**config.mk**
```make
export PLATFORM = sky130hd
export DESIGN_NAME = rv32i_writeback
export DESIGN_NICKNAME = d
export VERILOG_FILES = /design/src/rtl/rv32i_writeback_pkg.sv /design/src/rtl/rv32i_load_align.sv /design/src/rtl/rv32i_writeback.sv
export SDC_FILE = /design/constraint.sdc
export NUM_CORES = 1
export LEC_CHECK = 0
export BUFFER_PORTS_ARGS = -buffer_cell sky130_fd_sc_hd__buf_2
export CAP_MARGIN = 5
export CELL_PAD_IN_SITES_DETAIL_PLACEMENT = 1
export CELL_PAD_IN_SITES_GLOBAL_PLACEMENT = 2
export CORE_AREA = 5 5 119 99
export DETAILED_ROUTE_END_ITERATION = 16
export DIE_AREA = 0 0 124 104
export PLACE_DENSITY = 0.76
export RECOVER_POWER = 100
export SLEW_MARGIN = 20
export SYNTH_ARGS = -nofsm -noshare
export SYNTH_HDL_FRONTEND = slang
export SYNTH_SLANG_ARGS = --single-unit
```
**constraint.sdc**
```tcl
create_clock -name i_clk -period 2.9 [get_ports i_clk]
set_input_delay 0.435 -clock i_clk [delete_from_list [all_inputs] [get_ports i_clk]]
set_output_delay 0.435 -clock i_clk [all_outputs]
set_load 0.05 [all_outputs]
```
**src/rtl/rv32i_writeback_pkg.sv**
```systemverilog
// Shared definitions for the RV32I writeback stage: load funct3 codes,
// FSM state encoding and the context captured for a load awaiting its data.
package rv32i_writeback_pkg;

    localparam logic [2:0] F3_LB  = 3'b000;
    localparam logic [2:0] F3_LH  = 3'b001;
    localparam logic [2:0] F3_LW  = 3'b010;
    localparam logic [2:0] F3_LBU = 3'b100;
    localparam logic [2:0] F3_LHU = 3'b101;

    typedef enum logic {
        ST_IDLE     = 1'b0,
        ST_WAIT_ACK = 1'b1
    } wb_state_t;

    typedef struct packed {
        logic [2:0] funct3;
        logic [1:0] lsb;
        logic [4:0] rd_addr;
        logic       wr_rd;
    } load_ctx_t;

    // x0 is hardwired to zero, so a completion targeting it never writes.
    function automatic logic writes_reg(input logic wr_rd, input logic [4:0] rd_addr);
        return wr_rd && (rd_addr != 5'd0);
    endfunction

endpackage

```
**src/rtl/rv32i_load_align.sv**
```systemverilog
// Combinational load extraction: selects the byte/half/word addressed by lsb
// from the memory word and sign- or zero-extends it according to funct3.
module rv32i_load_align
    import rv32i_writeback_pkg::*;
(
    input  logic [2:0]  funct3,
    input  logic [1:0]  lsb,
    input  logic [31:0] word,
    output logic [31:0] data
);

    logic [7:0]  byte_sel;
    logic [15:0] half_sel;

    // NOTE: every output of an always_comb gets a default first so no path can infer a latch.
    always_comb begin
        byte_sel = word[7:0];
        case (lsb)
            2'd1:    byte_sel = word[15:8];
            2'd2:    byte_sel = word[23:16];
            2'd3:    byte_sel = word[31:24];
            default: byte_sel = word[7:0];
        endcase
    end

    // Halfword selection looks only at lsb[1]; a misaligned lsb[0] is ignored.
    assign half_sel = lsb[1] ? word[31:16] : word[15:0];

    always_comb begin
        data = word;
        case (funct3)
            F3_LB:   data = {{24{byte_sel[7]}}, byte_sel};
            F3_LH:   data = {{16{half_sel[15]}}, half_sel};
            F3_LBU:  data = {24'd0, byte_sel};
            F3_LHU:  data = {16'd0, half_sel};
            default: data = word;
        endcase
    end

endmodule

```
**src/rtl/rv32i_writeback.sv**
```systemverilog
// RV32I writeback stage: retires non-load results immediately and loads either
// on a same-cycle ack or after waiting in WAIT_ACK, pulsing the register-file write.
module rv32i_writeback
    import rv32i_writeback_pkg::*;
(
    input  logic        i_clk,
    input  logic        i_rstn,
    input  logic        i_ce,
    input  logic        i_stall,
    input  logic        i_flush,
    input  logic        i_is_load,
    input  logic        i_wr_rd,
    input  logic [2:0]  i_funct3,
    input  logic [4:0]  i_rd_addr,
    input  logic [31:0] i_result,
    input  logic [1:0]  i_addr_lsb,
    input  logic [31:0] i_dmem_data,
    input  logic        i_dmem_ack,
    output logic        o_wr,
    output logic [4:0]  o_rd_addr,
    output logic [31:0] o_rd,
    output logic        o_stall
);

    wb_state_t state, state_next;
    load_ctx_t pend, pend_next;
    load_ctx_t cmp_ctx;
    logic      cmp_is_load;
    logic      accept;
    logic      complete;
    logic      do_write;
    logic [31:0] load_data;
    logic [31:0] cmp_data;

    assign accept = (state == ST_IDLE) && i_ce && !i_stall && !i_flush;

    always_comb begin
        state_next  = state;
        pend_next   = pend;
        complete    = 1'b0;
        cmp_ctx     = pend;
        cmp_is_load = 1'b1;
        case (state)
            ST_IDLE: begin
                if (accept) begin
                    cmp_ctx = '{funct3: i_funct3, lsb: i_addr_lsb,
                                rd_addr: i_rd_addr, wr_rd: i_wr_rd};
                    cmp_is_load = i_is_load;
                    if (!i_is_load || i_dmem_ack) begin
                        complete = 1'b1;
                    end else begin
                        state_next = ST_WAIT_ACK;
                        pend_next  = cmp_ctx;
                    end
                end
            end
            // The pending load is older than any flush/stall, so only the ack matters here.
            ST_WAIT_ACK: begin
                if (i_dmem_ack) begin
                    complete   = 1'b1;
                    state_next = ST_IDLE;
                    pend_next  = '0;
                end
            end
            default: begin
                state_next = ST_IDLE;
                pend_next  = '0;
            end
        endcase
    end

    rv32i_load_align u_load_align (
        .funct3 (cmp_ctx.funct3),
        .lsb    (cmp_ctx.lsb),
        .word   (i_dmem_data),
        .data   (load_data)
    );

    assign cmp_data = cmp_is_load ? load_data : i_result;
    assign do_write = complete && writes_reg(cmp_ctx.wr_rd, cmp_ctx.rd_addr);

    // NOTE: state is updated with non-blocking assignments so every flop samples pre-edge values.
    // NOTE: all flops, including the captured load context, are reset so a load pending at reset is dropped.
    always_ff @(posedge i_clk or negedge i_rstn) begin
        if (!i_rstn) begin
            state     <= ST_IDLE;
            pend      <= '0;
            o_wr      <= 1'b0;
            o_rd_addr <= 5'd0;
            o_rd      <= 32'd0;
            o_stall   <= 1'b0;
        end else begin
            state   <= state_next;
            pend    <= pend_next;
            o_wr    <= do_write;
            o_stall <= (state_next == ST_WAIT_ACK);
            if (do_write) begin
                o_rd      <= cmp_data;
                o_rd_addr <= cmp_ctx.rd_addr;
            end
        end
    end

endmodule

```
==> flow_summary.yaml <==
status:
  outcome: "finished clean"
synth:
  syn_area_per_cell_sq_um: 9.82
  ys_dominant_reg_cell: "dfrtp_1"
  synth_edf_count: 0
  netlist_instances: 291
  ys_async_sr_fraction_pct: 100
  synth_compound_area_share_pct: 33.2
  synthesis.area_sq_um: 2860
  syn_nets: 373
  synth_cell_type_count: 42
  synth_top_family_by_area: "compound AO/OA/AOI/OAI gates"
  yosys.area_share.simple_pct: 10.3
  synth-adder-area-share_pct: 0
  yosys.area.top_type: "dfrtp_1"
  yosysWarningCount: 0
  ys_seq_area_share_pct: 43.8
  synthMuxAreaShare_pct: 8.06
  synthTopCellsByArea: "dfrtp_1 44%, o21ai_1 5.6%, o21ai_0 5.1%"
  synth_xor_area_share_pct: 0
  ys_seq_elements: 50
  netlist.area_leader.share_pct: 43.8
power_and_ir_drop:
  power_frac_seq_pct: 32.7
  irDropWorstVdd_v: 0.000339
  power.switching_w: 0.00154
  internal_power_w: 0.00162
  pwr-share-clk_pct: 20.1
  power.density_nw_per_um2: 854
  p_leak_nw: 1.63
  pwr-share-comb_pct: 47.2
  swShare_pct: 48.8
clocking:
  htree_levels: 2
  path_clk_slew_ns: 0.08
  ctsLongestPathBuffers: 2
  cts_hold_buf: 0
  cts_sinks: 50
  cts_tree: "yes"
  cts-resized-gates: 0
  cts_setup_buffers: 0
  worstSkewPairLatency_ns: 0.31
  cts_inserted_buffers: 5
  root_buffer: "clkbuf_16"
min_path:
  min_from: "i_rd_addr[1]"
  hold_class: "input port to register"
  holdPathStages: 2
  hold_end: "pend[2]"
setup_path:
  startpoint_type: "register"
  r2r_cells: 7
  startpoint: "state"
  crit_path_max_fanout: 10
  r2r-end: "o_rd[14]"
  crit_type: "register to register"
  endpoint_kind: "register"
  r2r_start: "state"
  reg2reg_slack_ns: 0.27
  required_ns: 3.12
  critPathArrivalTime_ns: 2.85
die:
  core_region_area_sq_um: 10500
  die_w_um: 124
  die_area_sq_um: 12900
  fp.dieH_um: 104
  num_io_pins: 121
  rows: 34
  start_util_pct: 27.2
global_routing:
  grt_pass1_wl_mm: 16.0
  grt_use_total_pct: 15.9
  grt_max_degree: 51
  antenna_found_initial: 0
  overflow: 0
  grt_pass1_vias: 2908
sta:
  fmax_ghz: 0.380
  tightest_slew_ns: 1.30
  fin_crit_ns: 2.63
  hold_viol: 0
  setup-violations-final: 0
  period_share_pct: 90.8
  skew_ns: 0.00912
  slew_viol_final: 0
  rsz0062_at_grt: "no"
  tns_ns: 0
  slew_headroom_pct: 13.1
finish:
  fill_cells: 1271
  antenna_cells: 0
  drive_above_1_share_pct: 30.8
  utilization_pct: 35.2
  area_growth_pct: 29.6
  layout.nets: 490
route:
  routed_wl_mm: 10.4
  vias: 2777
  drt_pass1_iterations: 4
  final_antenna_net_count: 0
  drc_errors: 0
  wire_per_inst_um: 18.8
  vias_per_cell: 5.02
  drtIter0Drc: 97
placement:
  gp_congestion: 0.805
  dpl.hpwl_mm: 8.16
  io_buffers: 120
flow_run:
  maxCapViolations: 0
==> layout by cell type, fill, tap and decap left out, types with 11 or more instances in the layout <==
master / n
a22o_1: 11
buf_4: 11
o21ai_0: 49
mux2i_1: 11
clkbuf_1: 39
buf_2: 81
dfrtp_1: 50
o21ai_1: 12
o22ai_1: 14
nand2_1: 35
==> metrics by stage <==
stage	std cells	power (W)	setup WS (ns)	instance area, sq um	hold slack (ns)
6_report	553	0.00316	0.265	3700	0.378
3_3_place_gp	545	0.00259	0.335	3610	0.459
3_5_place_dp	545	0.00261	0.275	3610	0.467
2_1_floorplan	291	0.00218	0.402	2860	0.139
4_1_cts	553	0.00326	0.304	3760	0.274
5_1_grt	553	0.00334	0.0835	3700	0.374
==> routing by layer <==
layer  part of all wire, %  track usage, %  vias to the layer above
li1                      -               -                     1330
met1                    46            22.4                     1348
met2                    45            23.9                       87
met3                   6.8            4.57                       12
met4                   1.7            4.38                        0
met5                     0               0                        -
==> power by group through the flow <==
stage	Combinational [W]	Sequential, W	Clock (W)
finish	0.00149	0.00103	0.000637
global placement	0.00155	0.00104	0
global route	0.00160	0.00106	0.000682
CTS	0.00158	0.00103	0.000650
detailed placement	0.00157	0.00104	0
floorplan	0.000517	0.00166	0
==> logic make-up after synthesis <==
| family | Yosys count |
|---|---|
| AO/OA/AOI/OAI | 138 |
| buffers and inverters | 24 |
| flip-flops | 50 |
| multiplexers | 21 |
| AND/OR/NAND/NOR | 58 |
==> final cells by class <==
| class | count | area, sq um | area share (%) |
|---|---|---|---|
| multi-input combinational | 217 | 1470 | 39.7 |
| sequential | 50 | 1250 | 33.8 |
| timing repair buffer | 132 | 639 | 17.3 |
| tap | 144 | 180 | 4.87 |
| clock buffer | 5 | 125 | 3.38 |
| clock inverter | 3 | 28.8 | 0.777 |
| inverter | 2 | 7.51 | 0.203 |
==> registers in the layout (all words and copies together), names as in the netlist <==
register	flops
state	1
o_rd_addr	5
o_wr	1
o_rd	32
pend	11
==> cell usage after synthesis, types with 2 or more instances <==
| library cell | number |
|---|---|
| inv_1 | 2 |
| mux2_4 | 2 |
| a21oi_1 | 10 |
| o22ai_1 | 14 |
| o21a_1 | 6 |
| nand2b_1 | 6 |
| o21ai_1 | 32 |
| buf_6 | 4 |
| a211oi_1 | 6 |
| a22o_1 | 11 |
| dfrtp_1 | 50 |
| o21ai_0 | 29 |
| mux2i_1 | 11 |
| nor2_1 | 5 |
| a211oi_2 | 10 |
| buf_2 | 6 |
| a221o_1 | 8 |
| nand2_1 | 35 |
| a21o_1 | 2 |
| nand3_1 | 2 |
| or4_1 | 2 |
| mux2_2 | 8 |
| nor2b_1 | 2 |
| clkbuf_1 | 10 |
==> worst max path at each step <==
stage                     endpoint  cells after the start
final                     o_rd[14]                      7
after global routing      o_rd[15]                      7
after CTS                 o_rd[19]                      8
after detailed placement  o_rd[19]                      9
after global placement     o_rd[8]                      8
after floorplan            o_rd[0]                      8
==> worst max-delay path, cell delays in order, from the launching register on <==
cell and delay (ns):
dfrtp_1 0.47, nor4b_4 0.37, buf_4 0.25, mux2_1 0.40
nor3b_2 0.53, a221o_1 0.27, o22ai_1 0.09, o21ai_0 0.18
(Power assumes the default switching activity.)
